--- src/rtl/mult_ctrl_pkg.sv ---
// Shared definitions for the shift-add multiplier: operand and product widths,
// the controller state encoding and the registered output bundle.
package mult_pkg;

    localparam int MULT_WIDTH  = 4;
    localparam int MULT_PROD_W = MULT_WIDTH * 2 + 1;
    localparam int MULT_CW     = $clog2(MULT_WIDTH);

    typedef enum logic [2:0] {
        IDLE = 3'd0,
        LOAD = 3'd1,
        TEST = 3'd2,
        ADDS = 3'd3,
        SHFT = 3'd4,
        DONE = 3'd5
    } mult_state_t;

    // Controller outputs that are a pure function of the state register.
    typedef struct packed {
        logic load;
        logic add;
        logic shift;
        logic busy;
        logic done;
    } mult_out_t;

    localparam mult_out_t MULT_OUT_OFF = 5'b00000;

    // Map a state onto its output strobes; unknown encodings drive nothing.
    function automatic mult_out_t decode_outs(input mult_state_t st);
        mult_out_t o;
        o = MULT_OUT_OFF;
        case (st)
            LOAD:    begin o.load  = 1'b1; o.busy = 1'b1; end
            TEST:    begin o.busy  = 1'b1; end
            ADDS:    begin o.add   = 1'b1; o.busy = 1'b1; end
            SHFT:    begin o.shift = 1'b1; o.busy = 1'b1; end
            DONE:    begin o.done  = 1'b1; end
            default: begin o = MULT_OUT_OFF; end
        endcase
        return o;
    endfunction

endpackage

--- src/rtl/mult_ctrl_if.sv ---
// Handshake and datapath-strobe bundle between the multiplier controller
// (slave side) and the system/datapath that drives it (master side).
interface mult_ctrl_if import mult_pkg::*; #(
    parameter int CW = MULT_CW
) ();
    logic          start;
    logic          ack;
    logic          m_lsb;
    logic          load;
    logic          ADD;
    logic          SHIFT;
    logic          busy;
    logic          done;
    logic [CW-1:0] iter;

    modport master (
        output start, ack, m_lsb,
        input  load, ADD, SHIFT, busy, done, iter
    );

    modport slave (
        input  start, ack, m_lsb,
        output load, ADD, SHIFT, busy, done, iter
    );
endinterface

--- src/rtl/mult_ctrl.sv ---
// Shift-add multiplier sequencer: one TEST/(ADD)/SHIFT round per multiplier
// bit, then holds done until the consumer acknowledges. Every output comes
// straight from a flop so nothing on the bus is combinationally tied to inputs.
module mult_ctrl import mult_pkg::*; #(
    parameter int WIDTH = MULT_WIDTH
) (
    input  logic       clk,
    input  logic       reset,
    mult_ctrl_if.slave bus
);

    localparam int CW = $clog2(WIDTH);

    mult_state_t   state_r;
    mult_state_t   next_state_s;
    mult_out_t     outs_r;
    logic [CW-1:0] iter_r;
    logic          iter_last_s;

    assign iter_last_s = (iter_r == CW'(WIDTH - 1));

    // Next-state selection; LSB is only consulted in TEST, after the
    // datapath has had a full cycle to settle from the previous shift.
    always_comb begin
        next_state_s = IDLE;
        case (state_r)
            IDLE: begin
                if (bus.start) begin
                    next_state_s = LOAD;
                end else begin
                    next_state_s = IDLE;
                end
            end
            LOAD: next_state_s = TEST;
            TEST: begin
                if (bus.m_lsb) begin
                    next_state_s = ADDS;
                end else begin
                    next_state_s = SHFT;
                end
            end
            ADDS: next_state_s = SHFT;
            SHFT: begin
                if (iter_last_s) begin
                    next_state_s = DONE;
                end else begin
                    next_state_s = TEST;
                end
            end
            DONE: begin
                if (bus.ack && bus.start) begin
                    next_state_s = LOAD;
                end else if (bus.ack) begin
                    next_state_s = IDLE;
                end else begin
                    next_state_s = DONE;
                end
            end
            default: next_state_s = IDLE;
        endcase
    end

    // State, iteration counter and output registers; outputs are decoded
    // from the state being entered so they line up with the state register.
    always_ff @(posedge clk or posedge reset) begin
        if (reset) begin
            state_r <= IDLE;
            iter_r  <= {CW{1'b0}};
            outs_r  <= MULT_OUT_OFF;
        end else begin
            state_r <= next_state_s;
            outs_r  <= decode_outs(next_state_s);
            case (state_r)
                LOAD: iter_r <= {CW{1'b0}};
                SHFT: begin
                    if (iter_last_s) begin
                        iter_r <= iter_r;
                    end else begin
                        iter_r <= iter_r + {{(CW-1){1'b0}}, 1'b1};
                    end
                end
                default: iter_r <= iter_r;
            endcase
        end
    end

    assign bus.load  = outs_r.load;
    assign bus.ADD   = outs_r.add;
    assign bus.SHIFT = outs_r.shift;
    assign bus.busy  = outs_r.busy;
    assign bus.done  = outs_r.done;
    assign bus.iter  = iter_r;

endmodule

--- src/flat_wrapper.sv ---
// flat-port wrapper written by rule: the top's interface ports become plain ports
module mult_ctrl_flat import mult_pkg::*;
#(
    parameter int WIDTH = MULT_WIDTH
)
  (clk, reset, bus_start, bus_ack, bus_m_lsb, bus_load, bus_ADD, bus_SHIFT, bus_busy, bus_done, bus_iter);
  mult_ctrl_if #(.CW(2)) bus_i ();
  input  logic clk;
  input  logic reset;
  input wire logic [$bits(bus_i.start)-1:0] bus_start;
  input wire logic [$bits(bus_i.ack)-1:0] bus_ack;
  input wire logic [$bits(bus_i.m_lsb)-1:0] bus_m_lsb;
  output wire logic [$bits(bus_i.load)-1:0] bus_load;
  output wire logic [$bits(bus_i.ADD)-1:0] bus_ADD;
  output wire logic [$bits(bus_i.SHIFT)-1:0] bus_SHIFT;
  output wire logic [$bits(bus_i.busy)-1:0] bus_busy;
  output wire logic [$bits(bus_i.done)-1:0] bus_done;
  output wire logic [$bits(bus_i.iter)-1:0] bus_iter;
  assign bus_i.start = bus_start;
  assign bus_i.ack = bus_ack;
  assign bus_i.m_lsb = bus_m_lsb;
  assign bus_load = bus_i.load;
  assign bus_ADD = bus_i.ADD;
  assign bus_SHIFT = bus_i.SHIFT;
  assign bus_busy = bus_i.busy;
  assign bus_done = bus_i.done;
  assign bus_iter = bus_i.iter;
  mult_ctrl #(.WIDTH(WIDTH)) u_core (.clk(clk), .reset(reset), .bus(bus_i));
endmodule
--- config.mk ---
export PLATFORM = sky130hd
export DESIGN_NAME = mult_ctrl_flat
export DESIGN_NICKNAME = d
export VERILOG_FILES = /design/src/rtl/mult_ctrl_pkg.sv /design/src/rtl/mult_ctrl_if.sv /design/src/rtl/mult_ctrl.sv /design/src/flat_wrapper.sv
export SDC_FILE = /design/constraint.sdc
export NUM_CORES = 1
export LEC_CHECK = 0
export ABC_CLOCK_PERIOD_IN_PS = 2530
export CAP_MARGIN = 20
export CORE_AREA = 2 2 39 41
export DETAILED_ROUTE_END_ITERATION = 16
export DIE_AREA = 0 0 41 43
export PLACE_DENSITY_LB_ADDON = 0.08
export SLEW_MARGIN = 40
export SYNTH_ARGS = -nofsm -noshare
export SYNTH_HDL_FRONTEND = slang
export SYNTH_SLANG_ARGS = --single-unit
--- constraint.sdc ---
create_clock -name clk -period 2.53 [get_ports clk]
set_clock_uncertainty 0.15 [all_clocks]
set_input_delay 0.253 -clock clk [delete_from_list [all_inputs] [get_ports clk]]
set_output_delay 0.253 -clock clk [all_outputs]
set_load 0.1 [all_outputs]
Yosys cells after proc, flatten, opt, wreduce, memory -nomap -nowiden
Index checks and enable logic that the tools add are counted.

Output and inout bits: 7. Register bits: 10. Bits of input ports: 5. Logic and storage cells: 38.

Reductions and logical operators: 5. Mux-type cells: 13. Add/subtract/negate cells: 1. Equality and inequality tests: 12.

Operators by type and width (number): $pmux W3 S6 (1); $eq A3 B2 Y1 const B (4); $eq A3 B3 Y1 const B (4); $mux W3 (4); $eq A3 B1 Y1 const B (2); $mux W1 (6); $pmux W2 S2 (1); $reduce_or A4 Y1 (1); $logic_not A3 Y1 (1); $add A2 B1 Y2 const B (1); $eq A2 B2 Y1 const B (1); $mux W2 (1); $ne A2 B2 Y1 const B (1); $reduce_and A2 Y1 (1); $reduce_bool A2 Y1 (1); $logic_and A1 B1 Y1 (1).

Longest topological paths before layout
Gate-level depths: netlist of the first run.

Word-level depth: 6. Depth in mapped cells: 4. Mapped depth without buffers: 4.

Worst setup path after synthesis of the first run
Ideal clock, no wire load.

Path kind: register -> register. Start point: register u_core.iter_r[1] (netlist: u_core.bus.iter[1]). End point: register u_core.iter_r[0] (netlist: u_core.bus.iter[0]). Slack: 484 ps. Clock period less this slack: 2046 ps. Buffers on the path: 0. Required time: 2258 ps. Library setup time: 122 ps. Stages on the path, launching flop included: 5. Data arrival time: 1774 ps. Cell sequence: dfrtp_1 ha_1 nor3_1 mux2_2 a22o_1.

Cells in the longest elaborated chain, start to end: 3.

Ends and longest elaborated chain: start: declaration (line mult_ctrl.sv:17) `logic [CW-1:0] iter_r;`; start signal: assignment (line mult_ctrl.sv:68) `iter_r <= {CW{1'b0}};`; start signal: assignment (line mult_ctrl.sv:74) `LOAD: iter_r <= {CW{1'b0}};`; start signal: assignment (line mult_ctrl.sv:77) `iter_r <= iter_r;`; $eq A2 B2 Y1 (line mult_ctrl.sv:20) `assign iter_last_s = (iter_r == CW'(WIDTH - 1));`; $ne A2 B2 Y1 (no line); $reduce_and A2 Y1 (no line).

No other way between the ends. A chain may end at the register's enable or synchronous reset.

Worst setup path after layout of the first run
Start point: register u_core.state_r[0]. End point: register u_core.iter_r[0] (netlist: u_core.bus.iter[0]).

Cells in the longest elaborated chain, start to end: 3. Elaborated cells on any way between the ends: 6. Those cells by class: eq/ne (3); mux (1); reduce/logical (2).

Ends and longest elaborated chain: start: declaration (line mult_ctrl.sv:14) `mult_state_t state_r;`; start signal: assignment (line mult_ctrl.sv:71) `state_r <= next_state_s;`; $eq A3 B3 Y1 / $eq A3 B1 Y1 (equally long branches) (line mult_ctrl.sv:73) `case (state_r)`; $ne A2 B2 Y1 (no line) / $reduce_bool A2 Y1 (equally long branches); $reduce_and A2 Y1 (no line); end signal: assignment (line mult_ctrl.sv:74); end signal: assignment (line mult_ctrl.sv:77); end signal: assignment (line mult_ctrl.sv:79) `iter_r <= iter_r + {{(CW-1){1'b0}}, 1'b1};`.

Several ways; a longest one is shown, not always the timed one.

==> flow_summary.ini, run 1 <==
[status]
status = completed

[clock_network]
cts_buffer_depth = 2
clk_latency_ps = 260
cts_setup_buffers = 0
clkTransAtPathRegs_ps = 70
cts_tree = yes
cts_root_buf = clkbuf_4
cts_hold_buf = 0
numCtsBuffers = 3
cts-resized-gates = 0
htreeDepth = 1
cts_sinks = 10

[grt]
use_met3_pct = 3.14
antenna_found_initial = 0
grt_overflow = 0
grt_pass1_vias = 413
grt_use_met1_pct = 15.7
grt_max_degree = 15
grt-busiest-layer = met2
grt_pass1_wl_um = 1630
grt_use_met2_pct = 22.2
grt_use_total_pct = 13.8

[logic_synthesis]
ys_top_cells_by_area = dfrtp_1 50%, a22o_1 5.2%, nor4bb_4 5.0%, a211oi_4 4.0%, o21ai_0 3.0%
synth.largest_area_cell = dfrtp_1
yosys_warnings = 0
synth.net_count = 50
syn-cell-area_um2 = 503
yosysMostFrequentCell = dfrtp_1
synth_cell_type_count = 24
synthFlopType = dfrtp_1
synthTopCellsByCount = 10 x dfrtp_1, 3 x a22o_1, 3 x o21ai_0
synth_edf_count = 0
synthCells = 44
seq_area_frac_synth_pct = 49.8
synth.top_cell.area_share_pct = 49.8
synth_seq_cells = 10
avgSynthCellArea_um2 = 11.4
async_reset_ff_share_pct = 100

[die]
core_um2 = 1380
die_x_um = 41
rows = 14
dieArea_um2 = 1760
chipHeight_um = 43
start_util_pct = 36.3
io_pins = 12

[worst_setup_path]
cp.required_ps = 2530
crit_arrival_ps = 1500
cp_max_fo = 14
endpoint_kind = flop
r2r_cells = 3
start_kind = flop
reg2reg_slack_ps = 1030
crit_type = flop to flop

[layout]
drive_above_1_share_pct = 26.3
diodes = 0
syn_to_final_growth_pct = 26.4
nFillCells = 132
fin_nets = 64

[timing]
setup_violations = 0
rsz0062_at_grt = false
tightest_slew_ps = 499
finalSetupTns_ps = 0
min_period_ps = 1500
finalMaxSlewViolations = 0
finalCritPeriodShare_pct = 59.4
slew_headroom_pct = 66.8
hold_viol_final = 0
max_clock_freq_mhz = 665

[detailed_routing]
drt_wl_total_um = 901
wl_per_cell_um = 12.3
first_pass_iters = 1
final_antenna_net_count = 0
viasPerCell = 5.22
route.detailed.drc = 0
via_count = 381
drtIter0Drc = 0

[place]
dpl.hpwl_um = 701
place.gp.congestion = 0.747
placement.io_buffers = 11

[run]
maxCapViolations = 0

[min_path]
hold_path_class = input port to asynchronous set/reset pin
-- metal layers --
| metal | vias to the layer above | routed length (um) |
|---|---|---|
| met5 | - | 0 |
| met4 | 0 | 9 |
| met3 | 2 | 49 |
| met2 | 9 | 459 |
| met1 | 186 | 382 |
| li1 | 184 | - |
-- flip-flops by register name, summed over array words and instances (netlist names) --
name              cells
u_core.bus.ADD        1
u_core.bus.done       1
u_core.bus.busy       1
u_core.state_r        3
u_core.bus.load       1
u_core.bus.iter       2
u_core.bus.SHIFT      1
-- cells in the final DEF, fill, tap and decap left out, drive strengths merged --
master	count
dfrtp	10
buf	7
clkdlybuf4s50	4
o21ai	4
clkbuf	4
a22o	3
inv	3
nand2	2
nor3b	2
nor2b	2
nand2b	2
a31oi	2
nor3	2
a211oi	1
o21bai	1
nor4bb	1
a41oi	1
a21oi	1
and3	1
o22ai	1
nor2	1
mux2	1
ha	1
-- path summary, 6_finish.rpt --
kind | start | to
worst max register to register | u_core.state_r[0] | u_core.bus.iter[0]
worst max-delay path | u_core.state_r[0] | u_core.bus.iter[0]
min in group clk | u_core.bus.iter[1] | u_core.bus.iter[1]
worst min register to register | u_core.bus.iter[1] | u_core.bus.iter[1]
max in group asynchronous | reset | u_core.bus.load
worst min-delay path | reset | u_core.bus.SHIFT
-- layout make-up --
type	count	area, um2	share of cell area (%)
tap	16	20.0	3.15
sequential	10	250	39.4
clock buffer	4	36.3	5.71
timing repair buffer	11	92.6	14.6
inverter	3	13.8	2.17
multi-input combinational	29	223	35.0
-- through the flow --
step / instances / util, % / cell area (um2) / hold slack, ps / worst slack [ps]
floorplan: 44 / - / 503 / -56.8 / 484
global placement: 69 / 43.3 / 599 / 382 / 1050
detailed placement: 69 / 43.3 / 599 / 397 / 960
CTS: 73 / 45.9 / 636 / 118 / 1030
global route: 73 / 45.9 / 636 / 159 / 952
finish: 73 / 45.9 / 636 / 109 / 1030
-- worst max-delay path, stage by stage (launching register included) --
cell and delay (ps):
dfrtp_1 650, nor3_1 130, mux2_2 290, a22o_1 180
-- kinds of logic (layout without fill, tap and decap cells) --
family,after synthesis,after routing,synth area share (%)
buf+inv,5,18,5.97
compound gates,14,14,21.1
mux,1,1,2.24
fa+ha+maj,1,1,2.49
flops,10,10,49.8
simple gates,13,13,18.4
Power of run 1 is not shown: default switching activity piles up to over one toggle a cycle in this logic, so the estimate is an artifact.
==> run 2, diff against run 1 <==
--- a/config.mk
+++ b/config.mk
@@ -5,7 +5,7 @@
 export SDC_FILE = /design/constraint.sdc
 export NUM_CORES = 1
 export LEC_CHECK = 0
-export ABC_CLOCK_PERIOD_IN_PS = 2530
+export ABC_CLOCK_PERIOD_IN_PS = 1400
 export CAP_MARGIN = 20
 export CORE_AREA = 2 2 39 41
 export DETAILED_ROUTE_END_ITERATION = 16
==> constraint.sdc (replaced) <==
create_clock -name clk -period 1.4 [get_ports clk]
set_clock_uncertainty 0.15 [all_clocks]
set_input_delay 0.14 -clock clk [delete_from_list [all_inputs] [get_ports clk]]
set_output_delay 0.14 -clock clk [all_outputs]
set_load 0.1 [all_outputs]
==> run 2 against run 1 <==
  * Non-clock buffer count up 7
  * First-iteration DRC count up 9
  * Sequential share of layout area down 7.7 points
  * The flow now finishes with violations (negative hold slack)
  * Flip-flop and latch count unchanged
  * Wire length up 15%
  * Critical path depth down 1
  * Die area unchanged
  * Global-route usage up 0.46 points
  * Clock-buffer cell count unchanged
  * Via count up 6.8%
  * Core utilization up 13 points
  * Worst hold slack worse by 120 ps
==> flow_summary.ini, run 2 (synthesis gave the netlist of run 1 again) <==
[status]
status = finished with violations
violations = negative hold slack

[clock_network]
cts_sinks = 10
clkTransAtPathRegs_ps = 70
cts_tree = yes
clk_latency_ps = 260
cts_root_buf = clkbuf_4
cts_buffer_depth = 2
numCtsBuffers = 3
htreeDepth = 1
cts_hold_buf = 0

[layout]
drive_above_1_share_pct = 45.3
nFillCells = 113
final_util_pct = 59.3
final_common_cell = buf_12
seq_area_um2 = 260
diodes = 0
multiInputGateArea_um2 = 245
largest_register_ffs = 3
final_cell_mix = 8 x buf_12, 6 x buf_4, 6 x dfrtp_1
top_register = u_core.state_r
layout.cells.non_filler = 80
syn_to_final_growth_pct = 63.2
fin_nets = 71

[die]
core_um2 = 1380
io_pins = 12
rows = 14
chipHeight_um = 43
dieArea_um2 = 1760
start_util_pct = 36.3
die_x_um = 41

[worst_setup_path]
cp.required_ps = 1110
crit_type = flop to output pin
crit_path_top_delay_cell = dfrtp_4
cp_max_fo = 3
cp_num_buf_inv = 2
endpoint_kind = output pin
crit_arrival_ps = 1070
path_cells = buf_4 -> buf_12
crit_family = flip-flops
max_stage_delay_ps = 490
start_kind = flop

[detailed_routing]
viasPerCell = 5.09
first_pass_iters = 4
final_antenna_net_count = 0
drt_wl_total_um = 1040
route.detailed.drc = 0
drtIter0Drc = 9
wl_per_cell_um = 13.0
via_count = 407

[timing]
hold_viol_final = 6
finalMaxSlewViolations = 0
tightest_slew_ps = 358
finalCritPeriodShare_pct = 96.9
holdWs_ps = -8.82
setup_violations = 0
slew_headroom_pct = 76.1
rsz0062_at_grt = true
max_clock_freq_mhz = 737
setup_slack_ps = 42.9
min_period_ps = 1360

[place]
place.gp.congestion = 0.795
dp_slack_ps = 14.3
place_inst = 75
placement.io_buffers = 11
dpl.hpwl_um = 835

[power_and_ir_drop]
pwr-share-clk_pct = 11.7
leakage_uw = 0.000349
p_per_area_nw_per_um2 = 2670
p_sw_uw = 1040
internal_power_uw = 1160
irDropWorstVdd_mv = 1.15
combPwrFrac_pct = 61.6
switching_share_pct = 47.3
seqPwrFrac_pct = 26.7

[grt]
grt_pass1_wl_um = 1700
grt_overflow = 0
grt_use_total_pct = 14.3
grt_pass1_vias = 420
antenna_found_initial = 0
grt_max_degree = 12

[min_path]
hold_path_class = input port to asynchronous set/reset pin

[run]
maxCapViolations = 0
[run 2: changes by cell type in the layout (fill, tap and decap cells not counted), sizes merged]
cell,delta
buf,+7
[run 2: layout make-up]
type | instances | share of cell area [%]
multi-input combinational | 29 | 29.9
inverter | 3 | 1.68
timing repair buffer | 18 | 29.9
tap | 16 | 2.44
sequential | 10 | 31.7
clock buffer | 4 | 4.42
[run 2: power groups by stage]
| stage | clock network, uW | logic (uW) | registers, uW |
|---|---|---|---|
| 6_report | 256 | 1350 | 586 |
| 5_1_grt | 276 | 1440 | 598 |
| 4_1_cts | 254 | 1330 | 574 |
| 3_5_place_dp | 0 | 1330 | 579 |
| 3_3_place_gp | 0 | 1290 | 570 |
| 2_1_floorplan | 0 | 440 | 960 |
[run 2: repair_timing]
item | in CTS | in global routing
gates resized for setup | 0 | 4
endpoints found under the setup margin | 0 | 5
buffers inserted | 0 | 1
[run 2: path summary, 6_finish.rpt]
kind / endpoint / slack, ps / depth (start not counted) / startpoint
setup reg to reg: u_core.bus.iter[1] / 40 / 3 / u_core.bus.iter[1]
hold reg to reg: u_core.bus.iter[0] / 460 / 1 / u_core.bus.iter[0]
setup / recovery: bus_iter[1] / 40 / 2 / u_core.bus.iter[1]
min in group clk: u_core.bus.ADD / 360 / 2 / bus_m_lsb
max in group asynchronous: u_core.bus.iter[1] / 810 / 2 / reset
hold / removal: u_core.bus.SHIFT / -9 / 2 / reset
[run 2: per-stage QoR]
step	power (uW)	setup TNS, ps	area [um2]
3_5_place_dp	1910	0	764
6_report	2190	0	821
4_1_cts	2160	0	801
3_3_place_gp	1860	0	764
5_1_grt	2310	-38.8	821
2_1_floorplan	1400	-365	523
[run 2: routing by layer]
metal / global-route usage [%] / part of all wire [%]
met2: 23.8 / 56
met4: 4.00 / 0.96
met3: 4.71 / 4.6
met1: 16.6 / 38
met5: 0 / 0
No activity file was read; power rests on OpenSTA's default activity.
